File: config.mk
export PLATFORM = sky130hd
export DESIGN_NAME = ahb_slave_interface
export DESIGN_NICKNAME = d
export VERILOG_FILES = /design/src/rtl/ahb_slave_interface.sv
export SDC_FILE = /design/constraint.sdc
export NUM_CORES = 1
export LEC_CHECK = 0
export ABC_AREA = 1
export BUFFER_PORTS_ARGS = -buffer_cell sky130_fd_sc_hd__buf_4
export CAP_MARGIN = 20
export CORE_ASPECT_RATIO = 1.4
export CORE_MARGIN = 5
export CORE_UTILIZATION = 35
export CTS_BUF_LIST = sky130_fd_sc_hd__clkbuf_2 sky130_fd_sc_hd__clkbuf_4 sky130_fd_sc_hd__clkbuf_8
export DETAILED_ROUTE_END_ITERATION = 8
export PLACE_DENSITY = 0.71
export SLEW_MARGIN = 20
export SYNTH_ARGS = -nofsm -noshare
export SYNTH_HDL_FRONTEND = slang
export SYNTH_SLANG_ARGS = --single-unit
File: constraint.sdc
create_clock -name hclk -period 1.8 [get_ports hclk]
set_input_delay 0.09 -clock hclk [delete_from_list [all_inputs] [get_ports hclk]]
set_output_delay 0.09 -clock hclk [all_outputs]
set_load 0.05 [all_outputs]
File: src/rtl/ahb_slave_interface.sv
// ahb_slave_interface
// AHB-side front end of the AHB-to-APB bridge. It qualifies AHB transfers
// into a single-cycle valid and decodes a one-hot select over three 64 MB
// slots starting at BASE_ADDR. It also provides free-running 1- and 2-cycle
// delayed copies of address, write data and direction, and keeps saturating
// read/write transfer counters.
// Optional feature macro: AHB_SLV_ERR_RESP_EN. When it is defined, a
// two-cycle AHB ERROR response is generated for active transfers to
// unmapped addresses. When it is undefined, hresp is tied to OKAY,
// err_hready is tied to 1, and unmapped accesses are ignored.
module ahb_slave_interface #(
   parameter int          CNT_W     = 16,
   parameter logic [31:0] BASE_ADDR = 32'h8000_0000
) (
   input  logic             hclk,
   input  logic             hreset,
   input  logic             hwrite,
   input  logic             hreadyin,
   input  logic [1:0]       htrans,
   input  logic [31:0]      haddr,
   input  logic [31:0]      hwdata,
   output logic             valid,
   output logic [2:0]       tempselx,
   output logic [31:0]      haddr1,
   output logic [31:0]      haddr2,
   output logic [31:0]      hwdata1,
   output logic [31:0]      hwdata2,
   output logic             hwritereg,
   output logic             hwritereg1,
   output logic [CNT_W-1:0] wr_count,
   output logic [CNT_W-1:0] rd_count,
   output logic [1:0]       hresp,
   output logic             err_hready
);

   // Size of the mapped window: three consecutive 64 MB slots.
   localparam logic [31:0] WINDOW_LAST = 32'h0BFF_FFFF;

   localparam logic [1:0] HTRANS_NONSEQ = 2'b10;
   localparam logic [1:0] HTRANS_SEQ    = 2'b11;

   logic [31:0]      haddr1_q, haddr2_q;
   logic [31:0]      hwdata1_q, hwdata2_q;
   logic             hwrite1_q, hwrite2_q;
   logic [CNT_W-1:0] wr_count_q, wr_count_d;
   logic [CNT_W-1:0] rd_count_q, rd_count_d;

   logic [31:0]      addr_offset;
   logic             in_range;
   logic             active;
   logic             err_idle;
   logic [2:0]       sel;

   // Offset into the window. The lower-bound compare keeps addresses
   // below BASE_ADDR from wrapping into the window.
   assign addr_offset = haddr - BASE_ADDR;
   assign in_range    = (haddr >= BASE_ADDR) && (addr_offset <= WINDOW_LAST);

   // Only NONSEQ and SEQ transfers with HREADY high carry a real access.
   assign active = hreadyin && ((htrans == HTRANS_NONSEQ) || (htrans == HTRANS_SEQ));

   // Slot decode from offset bits [27:26]. This decode is not gated by htrans.
   always_comb begin
      sel = 3'b000;
      if (in_range) begin
         case (addr_offset[27:26])
            2'd0:    sel = 3'b001;
            2'd1:    sel = 3'b010;
            2'd2:    sel = 3'b100;
            default: sel = 3'b000;
         endcase
      end
   end

   assign tempselx = sel;
   assign valid    = active && in_range && !hreset && err_idle;

`ifdef AHB_SLV_ERR_RESP_EN
   typedef enum logic [1:0] {
      ERR_IDLE = 2'd0,
      ERR_1    = 2'd1,
      ERR_2    = 2'd2
   } err_state_t;

   localparam logic [1:0] HRESP_OKAY  = 2'b00;
   localparam logic [1:0] HRESP_ERROR = 2'b01;

   err_state_t err_state_q, err_state_d;
   logic [1:0] hresp_d;
   logic       err_hready_d;

   // Error FSM state register.
   always_ff @(posedge hclk) begin
      if (hreset) begin
         err_state_q <= ERR_IDLE;
      end else begin
         err_state_q <= err_state_d;
      end
   end

   // Error FSM next state and response outputs. Unmapped accesses seen in
   // ERR_1 or ERR_2 do not restart the sequence. Outputs read OKAY/ready
   // while reset is held, even before the state register has been cleared.
   always_comb begin
      err_state_d  = err_state_q;
      hresp_d      = HRESP_OKAY;
      err_hready_d = 1'b1;
      case (err_state_q)
         ERR_IDLE: begin
            if (active && !in_range) begin
               err_state_d = ERR_1;
            end
         end
         ERR_1: begin
            hresp_d      = HRESP_ERROR;
            err_hready_d = 1'b0;
            err_state_d  = ERR_2;
         end
         ERR_2: begin
            hresp_d      = HRESP_ERROR;
            err_hready_d = 1'b1;
            err_state_d  = ERR_IDLE;
         end
         default: begin
            err_state_d = ERR_IDLE;
         end
      endcase
      if (hreset) begin
         hresp_d      = HRESP_OKAY;
         err_hready_d = 1'b1;
      end
   end

   assign err_idle   = (err_state_q == ERR_IDLE);
   assign hresp      = hresp_d;
   assign err_hready = err_hready_d;
`else
   // No error FSM: always OKAY, never stall, and unmapped accesses just
   // fail to raise valid.
   assign err_idle   = 1'b1;
   assign hresp      = 2'b00;
   assign err_hready = 1'b1;
`endif

   // Free-running two-stage pipeline of address, write data and direction.
   always_ff @(posedge hclk) begin
      if (hreset) begin
         haddr1_q  <= '0;
         haddr2_q  <= '0;
         hwdata1_q <= '0;
         hwdata2_q <= '0;
         hwrite1_q <= 1'b0;
         hwrite2_q <= 1'b0;
      end else begin
         haddr1_q  <= haddr;
         haddr2_q  <= haddr1_q;
         hwdata1_q <= hwdata;
         hwdata2_q <= hwdata1_q;
         hwrite1_q <= hwrite;
         hwrite2_q <= hwrite1_q;
      end
   end

   // Counter next state: bump one counter per valid transfer, and hold at all-ones.
   always_comb begin
      wr_count_d = wr_count_q;
      rd_count_d = rd_count_q;
      if (valid) begin
         if (hwrite) begin
            if (wr_count_q != {CNT_W{1'b1}}) begin
               wr_count_d = wr_count_q + 1'b1;
            end
         end else begin
            if (rd_count_q != {CNT_W{1'b1}}) begin
               rd_count_d = rd_count_q + 1'b1;
            end
         end
      end
   end

   // Counter registers.
   always_ff @(posedge hclk) begin
      if (hreset) begin
         wr_count_q <= '0;
         rd_count_q <= '0;
      end else begin
         wr_count_q <= wr_count_d;
         rd_count_q <= rd_count_d;
      end
   end

   assign haddr1     = haddr1_q;
   assign haddr2     = haddr2_q;
   assign hwdata1    = hwdata1_q;
   assign hwdata2    = hwdata2_q;
   assign hwritereg  = hwrite1_q;
   assign hwritereg1 = hwrite2_q;
   assign wr_count   = wr_count_q;
   assign rd_count   = rd_count_q;

endmodule

==> results of run 1 <==
-- Yosys cell counts, types with 3 or more instances --
library cell,number
a21oi_1,23
a21oi_2,7
buf_2,5
buf_4,4
clkbuf_1,13
dfxtp_1,162
inv_1,149
nand2_1,97
nand2_2,12
nand3_1,15
nand4_1,12
nor2_1,172
nor2_2,6
nor2_4,5
nor3_1,4
o21ai_0,16
o21ai_1,3
xnor2_1,4
xor2_1,8
-- state kept, by name, indices dropped and copies added (netlist names) --
name	count
hwritereg	1
hwdata2	32
wr_count	16
hwritereg1	1
haddr1	32
haddr2	32
hwdata1	32
rd_count	16
-- report_power, final --
group	switching, uW	internal (uW)	total [uW]
clock	1550	1080	2630
combinational	754	412	1170
sequential	56.3	3720	3770
-- cells in the final DEF (no fill, tap or decap), drive strengths merged --
| cell | synthesis | final |
|---|---|---|
| ha | 2 | 2 |
| nand2 | 110 | 110 |
| nand4 | 13 | 13 |
| xor2 | 8 | 8 |
| nand3b | 1 | 1 |
| o21ai | 19 | 19 |
| xnor2 | 4 | 4 |
| dlygate4sd3 | 0 | 65 |
| clkinvlp | 0 | 1 |
| nand3 | 16 | 16 |
| clkbuf | 13 | 18 |
| clkinv | 0 | 4 |
| or2 | 2 | 2 |
| buf | 12 | 248 |
| nor2 | 184 | 184 |
| nor3 | 5 | 5 |
| conb | 2 | 3 |
| inv | 151 | 160 |
| dfxtp | 162 | 162 |
| a21oi | 30 | 30 |
-- worst max-delay path: cells and delay by family --
kind	cells	cell delay (ns)
buffers and inverters	3	0.93
and+or+nand+nor	3	0.51
-- what timing repair did --
item,CTS,global route
endpoints found under the setup margin,0,3
hold buffers,65,0
resized for setup,0,2
endpoints found under the hold margin,66,0
-- layer usage --
layer  share of wire  vias up  routed length (um)
li1                -     2758                   -
met2            0.52      181                8450
met4           0.033        2                 533
met1            0.39     2327                6310
met3           0.061       36                 999
met5         0.00080        -                  13
-- kinds of logic (layout without fill, tap and decap cells) --
group / after synthesis / count (layout)
AO/OA/AOI/OAI: 49 / 49
flip-flops: 162 / 162
XOR/XNOR: 12 / 12
other: 2 / 3
AND/OR/NAND/NOR: 331 / 331
adder cells (fa/ha/maj): 2 / 2
buffers and inverters: 176 / 496
-- layout make-up --
type                       count  area (um^2)
fill                        1417         7380
clock buffer                  18          248
timing repair buffer         313         2520
tap                          199          249
inverter                     151          567
multi-input combinational    397         1870
clock inverter                14          154
sequential                   162         3250
-- worst min path at each step --
stage / from / endpoint / cells past startpoint
6_report: hreset / wr_count[2] / 7
5_1_grt: hreset / rd_count[10] / 6
4_1_cts: hreset / rd_count[10] / 6
3_5_place_dp: hwdata[14] / hwdata1[14] / 3
3_3_place_gp: haddr[0] / haddr1[0] / 3
2_1_floorplan: haddr[30] / haddr1[30] / 2
-- through the flow --
| stage | utilization | cell area, um^2 |
|---|---|---|
| 4_1_cts | 0.545 | 8850 |
| 5_1_grt | 0.546 | 8860 |
| 3_5_place_dp | 0.480 | 7800 |
| 2_1_floorplan | - | 5820 |
| 6_report | 0.546 | 8860 |
| 3_3_place_gp | 0.480 | 7800 |
==> results.md, run 1 <==
* Status: completed
* Leak at about 0.0043 uW
* Crit Path Category: in2out
* Maximum VDD drop at 0.554 mV
* # port buffers at 234
* Vias at between 5000 and 6000
* Final setup fails at 0
* First-pass GRT wire length at roughly 26000 um
* Launch point of the worst reg-to-reg path: wr_count[1]
* Antenna cells at 0
* Global Route met2 Usage at 0.292
* Number of enable flip-flop cells after synthesis at 0
* Largest net degree at the start of global routing at 157
* Simple-Gate Fraction of Synth Area at 0.249
* Longest Clk Path Bufs at 2
* Post-Synth Adder-Cell Area at 0.00431
* Fmax at 616 MHz
* Area grow syn2layout at 52.6%
* Root buf cell: clkbuf_8
* Library cells used by synthesis at 31
* Post-synthesis mux area share at 0
* Syn Inst Count at 734
* Async S/R FF share, synth at 0
* Reg-to-Reg End: wr_count[14]
* Critical Path AT at roughly 1.5 ns
* Clock skew at 0.0129 ns
* Setup WS pre-CTS at 0.197 ns
* DR vias/cell at 4.23
* Drt pass-1 iters at 4
* Yosys reg bits at 162
* CTS Buf Count at 17
* Die width at 119 um
* Syn Area/Cell at 7.91 um^2
* Synth top area cells: dfxtp_1 56%, nor2_1 11%, inv_1 9.6%, nand2_1 6.3%, a21oi_1 2.0%
* CP max FO at 6
* RD Place Congestion at 0.841
* Worst slew margin at 0.537
* GRT busiest layer: met2
* Initial Util at 0.358
* Xor/xnor share of the synthesized area at 0.0181
* Initial antenna violation count at 1
* Post-route clock period utilization at 0.902
* Critical Path Most Common Cell: buf_4
* Reg2Reg Setup Slack at 0.20 ns
* Worst-Skew Late Latency at around 0.46 ns
* Worst Reg2Reg Path Length in Cells at 8
* Cell Area, Synth at 0.00581 mm^2
* CORE AREA at around 0.016 mm^2
* Synth Flop Type: dfxtp_1
* Largest stage delay on the critical path at 0.55 ns
* Overall Global Routing Usage at 0.167
* Inst Count DP at ~1200
* M1 GR Usage at 0.183
* Final worst path period need at 1.62 ns
* Critical path endpoint category: output port
* Residual DRC at 0
* Hold WS at roughly 0.19 ns
* Vias in the first global route at 5253
* Cell Rows at 55
* Die Ht at 162 um
* First DRT Iteration DRCs at 221
* Finished Layout Cells at 1254
* DP Wirelength at 11400 um
* CTS tree: yes
* Synth Area in Compound Gates at 0.0467
* P per Cell Area at 855 mW/mm^2
* Area leader, netlist: dfxtp_1
* Largest family of logic cells by synthesized area: simple AND/OR/NAND/NOR gates
* Wire per inst at 13.0 um
* YS warnings at 0
* Nets at 1114
* Setup crit start: haddr[29]
* Worst Tran Pin Value at 0.695 ns
* Worst EP required at 1.71 ns
* Slack of the critical path at between 0.15 and 0.2 ns
* Sequential area share after synthesis at 0.558
* Layout cells sized above 1 at 0.306
* CP Cell Sequence: dlygate4sd3_1, buf_4, nor2_1, nand3_2, nor3_1, buf_4
* Top cell type's share of synthesized area at 0.558
* Max Cap Viol at 0
* RSZ-0062 raised after global routing: false
* Hold Vio Cnt, Final at 0
* Antenna Nets Post-Route at 0
* Fin. max-slew vios at 0
* GRT overflow at 0
* Met3 Track Usage GR at 0.0466
* I/O pin count at 239
* Min-delay worst type: in2reg
* Setup TNS at 0 ns
* Slowest cell on the critical path: dlygate4sd3_1
* CTS Sinks at 162
* Total power draw at 7570 uW
* Die ar. at 0.0193 mm^2
* Postcts setup bufs at 0
* Worst-path clk slew at 0.10 ns
* Crit path to: tempselx[2]
* CP Launch Type: input port
* Routed WL at 16300 um
* CTS H-tree lvls at 4
Power figures use the tool's default switching activity.
==> run 2, diff against run 1 <==
==> constraint.sdc (replaced) <==
create_clock -name hclk -period 1.8 [get_ports hclk]
set_input_delay 0.45 -clock hclk [delete_from_list [all_inputs] [get_ports hclk]]
set_output_delay 0.45 -clock hclk [all_outputs]
set_load 0.05 [all_outputs]
==> run 2 against run 1 <==
Flip-flop and latch count unchanged; non-clock buffer count fell by 63; largest power group unchanged; maximum frequency down 5.8%; worst setup slack got worse by 0.10 ns; clock skew up 0.0020 ns; sequential power barely moved; global-route usage down 1.0 points; register-to-register slack worse by 0.05 ns; largest cell class unchanged; die area stayed put; via count decreased by 4.3%.
==> results.md, run 2 (synthesis results as in run 1) <==
* Overall Global Routing Usage at 0.157
* Final setup fails at 0
* CTS H-tree lvls at 4
* CORE AREA at 0.0162 mm^2
* Residual DRC at 0
* Die ar. at ~0.019 mm^2
* Postcts setup bufs at 0
* GRT overflow at 0
* Worst slew margin at 0.506
* I/O pin count at 239
* Critical Path AT at 1.27 ns
* DP Wirelength at 11600 um
* Wire per inst at 12.8 um
* Root buf cell: clkbuf_8
* Maximum VDD drop at 0.533 mV
* Launch point of the worst reg-to-reg path: wr_count[0]
* First-pass GRT wire length at approximately 24000 um
* Min-delay worst type: in2reg
* CTS Buf Count at 17
* Nets at 1051
* Pint at around 5400 uW
* Sw Share at 0.290
* CP max FO at 6
* Hold Vio Cnt, Final at 0
* CTS Sinks at 162
* Psw at 2190 uW
* Setup crit start: haddr[29]
* CTS tree: yes
* Most common cell after layout, fill and taps aside: buf_4
* P per Cell Area at 913 mW/mm^2
* Routed WL at 15200 um
* Leak at about 0.0041 uW
* Layout cells sized above 1 at 0.330
* Post-route clock period utilization at 0.957
* Vias in the first global route at 4741
* Worst-path clk slew at 0.09 ns
* Initial Util at 0.358
* # port buffers at 234
* CP Launch Type: input port
* Status: completed
* Clock power share at 0.362
* Critical path endpoint category: output port
* Hold_sp: hwdata[4]
* Die Ht at 162 um
* Antenna cells at 0
* Filler cells at 1592
* Crit Path Category: in2out
* Hold_buf cts at 0
* Register share of total power at 0.500
* RSZ-0062 raised after global routing: false
* Worst Tran Pin Value at approximately 0.74 ns
* Setup TNS at 0 ns
* Max Cap Viol at 0
* Die width at 119 um
* Logic gate share of total power at 0.138
* Clock skew at approximately 0.015 ns
* Initial antenna violation count at 0
* Hold WS at approximately 0.20 ns
* Drt pass-1 iters at 4
* Antenna Nets Post-Route at 0
* Largest net degree at the start of global routing at 157
* Most frequent cells in the layout: 248 x buf_4, 172 x nor2_1, 158 x dfxtp_1
* Fmax at 580 MHz
* Final worst path period need at 1.72 ns
* First DRT Iteration DRCs at 312
* Largest stage delay on the critical path at 0.22 ns
* RD Place Congestion at 0.864
* CP Cell Sequence: buf_4, nor2_1, nand3_2, nor2_1, buf_4
* Fin. max-slew vios at 0
* Area grow syn2layout at 42.2%
* DR vias/cell at approximately 4.3
* Worst-Skew Late Latency at about 0.44 ns
* Worst EP required at 1.35 ns
* Cell Rows at 55
* Slowest cell on the critical path: buf_4
* Longest Clk Path Bufs at 2
* Vias at ~5100
==> run 2: power by group through the flow <==
stage / combinational, uW / sequential, uW / clock (uW)
6_report: 1040 / 3770 / 2730
5_1_grt: 1100 / 3790 / 3020
4_1_cts: 1060 / 3780 / 2850
3_5_place_dp: 1050 / 3860 / 0
3_3_place_gp: 1040 / 3850 / 0
2_1_floorplan: 185 / 4330 / 0
==> run 2: layer usage <==
metal / share of wire / track usage
met3: 0.071 / 0.0559
met5: 0 / 0
met2: 0.52 / 0.276
met4: 0.031 / 0.0764
met1: 0.37 / 0.166
==> run 2: area by class of cell <==
type | instances | area (um^2) | area share
clock buffers | 19 | 249 | 0.0301
clock inverters | 13 | 166 | 0.0201
inverters | 151 | 567 | 0.0686
multi-input cells | 397 | 1880 | 0.228
flip-flops and latches | 162 | 3250 | 0.393
well taps | 199 | 249 | 0.0301
repair buffers | 250 | 1900 | 0.230
==> run 2: final timing paths <==
check                               endpoint  slack [ns]  depth (start not counted)
worst min-delay path              hwdata1[4]        0.20                          3
worst min register to register     haddr2[8]        0.42                          2
worst max register to register  wr_count[15]        0.15                          8
worst max-delay path                   valid        0.08                          5
==> run 2: worst max-delay path, delay by kind of cell <==
| family | cells | cell delay [ns] |
|---|---|---|
| simple gates | 3 | 0.49 |
| buf+inv | 2 | 0.33 |
==> run 2: what timing repair did <==
action | in CTS | in global routing
setup endpoints to repair | 0 | 3
resized for setup | 0 | 2
hold endpoints to repair | 0 | 0
==> run 2: stage by stage <==
| stage | cells | setup WS [ns] | instance area (um^2) | total power, uW | util |
|---|---|---|---|---|---|
| after floorplan | 735 | -0.0629 | 5830 | 4520 | - |
| final | 1191 | 0.0769 | 8260 | 7540 | 0.509 |
| after detailed placement | 1159 | -0.0298 | 7840 | 4910 | 0.483 |
| after global placement | 1159 | 0.00111 | 7840 | 4900 | 0.483 |
| after global routing | 1191 | 0.00169 | 8260 | 7910 | 0.509 |
| after CTS | 1191 | 0.0683 | 8250 | 7690 | 0.508 |
==> run 3, diff against run 2 <==
--- a/config.mk
+++ b/config.mk
@@ -11,7 +11,6 @@
 export CORE_ASPECT_RATIO = 1.4
 export CORE_MARGIN = 5
 export CORE_UTILIZATION = 35
-export CTS_BUF_LIST = sky130_fd_sc_hd__clkbuf_2 sky130_fd_sc_hd__clkbuf_4 sky130_fd_sc_hd__clkbuf_8
 export DETAILED_ROUTE_END_ITERATION = 8
 export PLACE_DENSITY = 0.71
 export SLEW_MARGIN = 20
==> run 3 against run 2 <==
Core utilization is 1.1 points higher; count of clock-buffer cells in the layout stayed put; worst setup slack better by 0.0013 ns; wire length is 1.0% higher; hold slack better by 0.027 ns; die area stayed put; global-route usage is 0.14 points higher; critical path type unchanged; critical endpoint is now tempselx[0]; largest cell class unchanged; largest power group unchanged; highest routed layer unchanged.
==> results.md, run 3 (synthesis results as in run 1) <==
* Setup TNS at 0 ns
* Most common cell after layout, fill and taps aside: buf_4
* Worst Tran Pin Value at 0.767 ns
* Longest Clk Path Bufs at 2
* Initial Util at 0.358
* Dpl cell area at 0.00784 mm^2
* Leak at 0.00417 uW
* Hold_sp: hwdata[4]
* Critical path endpoint category: output port
* Final worst path period need at 1.72 ns
* CTS Sinks at 162
* Largest stage delay on the critical path at around 0.21 ns
* First DRT Iteration DRCs at 293
* Crit Path Category: in2out
* Post-route clock period utilization at 0.957
* Area of the multi-input gates at 0.00188 mm^2
* Worst-path clk slew at ~0.070 ns
* RSZ-0062 raised after global routing: false
* Min-delay worst type: in2reg
* Drt pass-1 iters at 4
* Reg2Reg Setup Slack at 0.15 ns
* Worst slew margin at 0.489
* Worst Reg2Reg Path Length in Cells at 8
* Critical Path AT at 1.27 ns
* Status: completed
* Reg-to-Reg End: wr_count[15]
* Filler cells at 1558
* Layout cells sized above 1 at 0.328
* First-pass GRT wire length at 24100 um
* CP max FO at 6
* CTS H-tree lvls at 4
* Overall Global Routing Usage at 0.158
* Highest metal used: met4
* Residual DRC at 0
* Area grow syn2layout at 45.4%
* Clock skew at approximately 0.0089 ns
* Met2 routed WL at 7980 um
* DP Wirelength at 11600 um
* Fin util at 0.520
* FF+latch area at 0.00325 mm^2
* Vias in the first global route at 4787
* Postcts setup bufs at 0
* Max Cap Viol at 0
* Initial antenna violation count at 0
* CORE AREA at 0.0162 mm^2
* Routed WL at 15400 um
* Total power draw at 8460 uW
* Antenna cells at 0
* Maximum VDD drop at approximately 0.7 mV
* CTS tree: yes
* Antenna Nets Post-Route at 0
* Cell Rows at 55
* Met1 wire length at 5810 um
* Worst EP required at 1.35 ns
* Largest net degree at the start of global routing at approximately 160
* Nets at 1051
* Root buf cell: clkbuf_16
* Die width at 119 um
* Launch point of the worst reg-to-reg path: wr_count[1]
* Die Ht at around 160 um
* Fmax at 581 MHz
* GRT overflow at 0
* DR vias/cell at 4.26
* Setup crit start: haddr[29]
* Slowest cell on the critical path: buf_4
* CP Launch Type: input port
* Final setup fails at 0
* # port buffers at 234
* Die ar. at ~0.019 mm^2
* Most frequent cells in the layout: 248 x buf_4, 172 x nor2_1, 158 x dfxtp_1
* CTS Buf Count at 17
* CP Cell Sequence: buf_4, nor2_1, nand3_2, nor3_2, buf_4
* Worst Hold End: hwdata1[4]
* Hold Vio Cnt, Final at 0
* Vias at 5077
* Wire per inst at roughly 13 um
* Finished Cell Area at 0.00845 mm^2
* RD Place Congestion at about 0.86
* Critical Path Most Common Cell: buf_4
* Worst-Skew Late Latency at 0.42 ns
* Met3 wire len at 1050 um
* I/O pin count at 239
* Hold depth at 3
* P per Cell Area at 1000 mW/mm^2
* Fin. max-slew vios at 0
-- run 3: area by class of cell --
cell class | instances | area share
multi-input combinational | 397 | 0.223
sequential | 162 | 0.385
tap | 199 | 0.0295
clock inverter | 13 | 0.0197
clock buffer | 19 | 0.0513
timing repair buffer | 250 | 0.225
inverter | 151 | 0.0671
-- run 3: worst max-delay path by stage --
stage | to | cells past startpoint
finish | tempselx[0] | 5
global route | rd_count[12] | 8
CTS | tempselx[0] | 5
detailed placement | rd_count[2] | 7
global placement | rd_count[2] | 7
floorplan | tempselx[1] | 4
-- run 3: what timing repair did --
action,CTS,global route
hold buffers,0,0
setup endpoints to repair,0,3
gates resized for setup,0,2
-- run 3: per-stage QoR --
step / worst slack, ns / hold WS (ns) / instances
after floorplan: -0.0629 / 0.557 / 735
after global placement: 0.00111 / 0.405 / 1159
after detailed placement: -0.0298 / 0.410 / 1159
after CTS: 0.0683 / 0.205 / 1191
after global routing: 0.00652 / 0.208 / 1191
final: 0.0783 / 0.227 / 1191
-- run 3: per-layer routing --
layer  up-vias  GRT usage
met5         -          0
met4         0     0.0870
met3        35     0.0528
met2       159      0.277
met1      2246      0.167
li1       2637          -
-- run 3: critical path, delay by kind of cell --
| family | cells | cell delay [ns] |
|---|---|---|
| buf+inv | 2 | 0.32 |
| simple gates | 3 | 0.49 |
-- run 3: power breakdown --
| group | switching (uW) | internal [uW] |
|---|---|---|
| combinational | 723 | 320 |
| clock | 1540 | 2100 |
| sequential | 56.0 | 3720 |
| total | 2320 | 6140 |
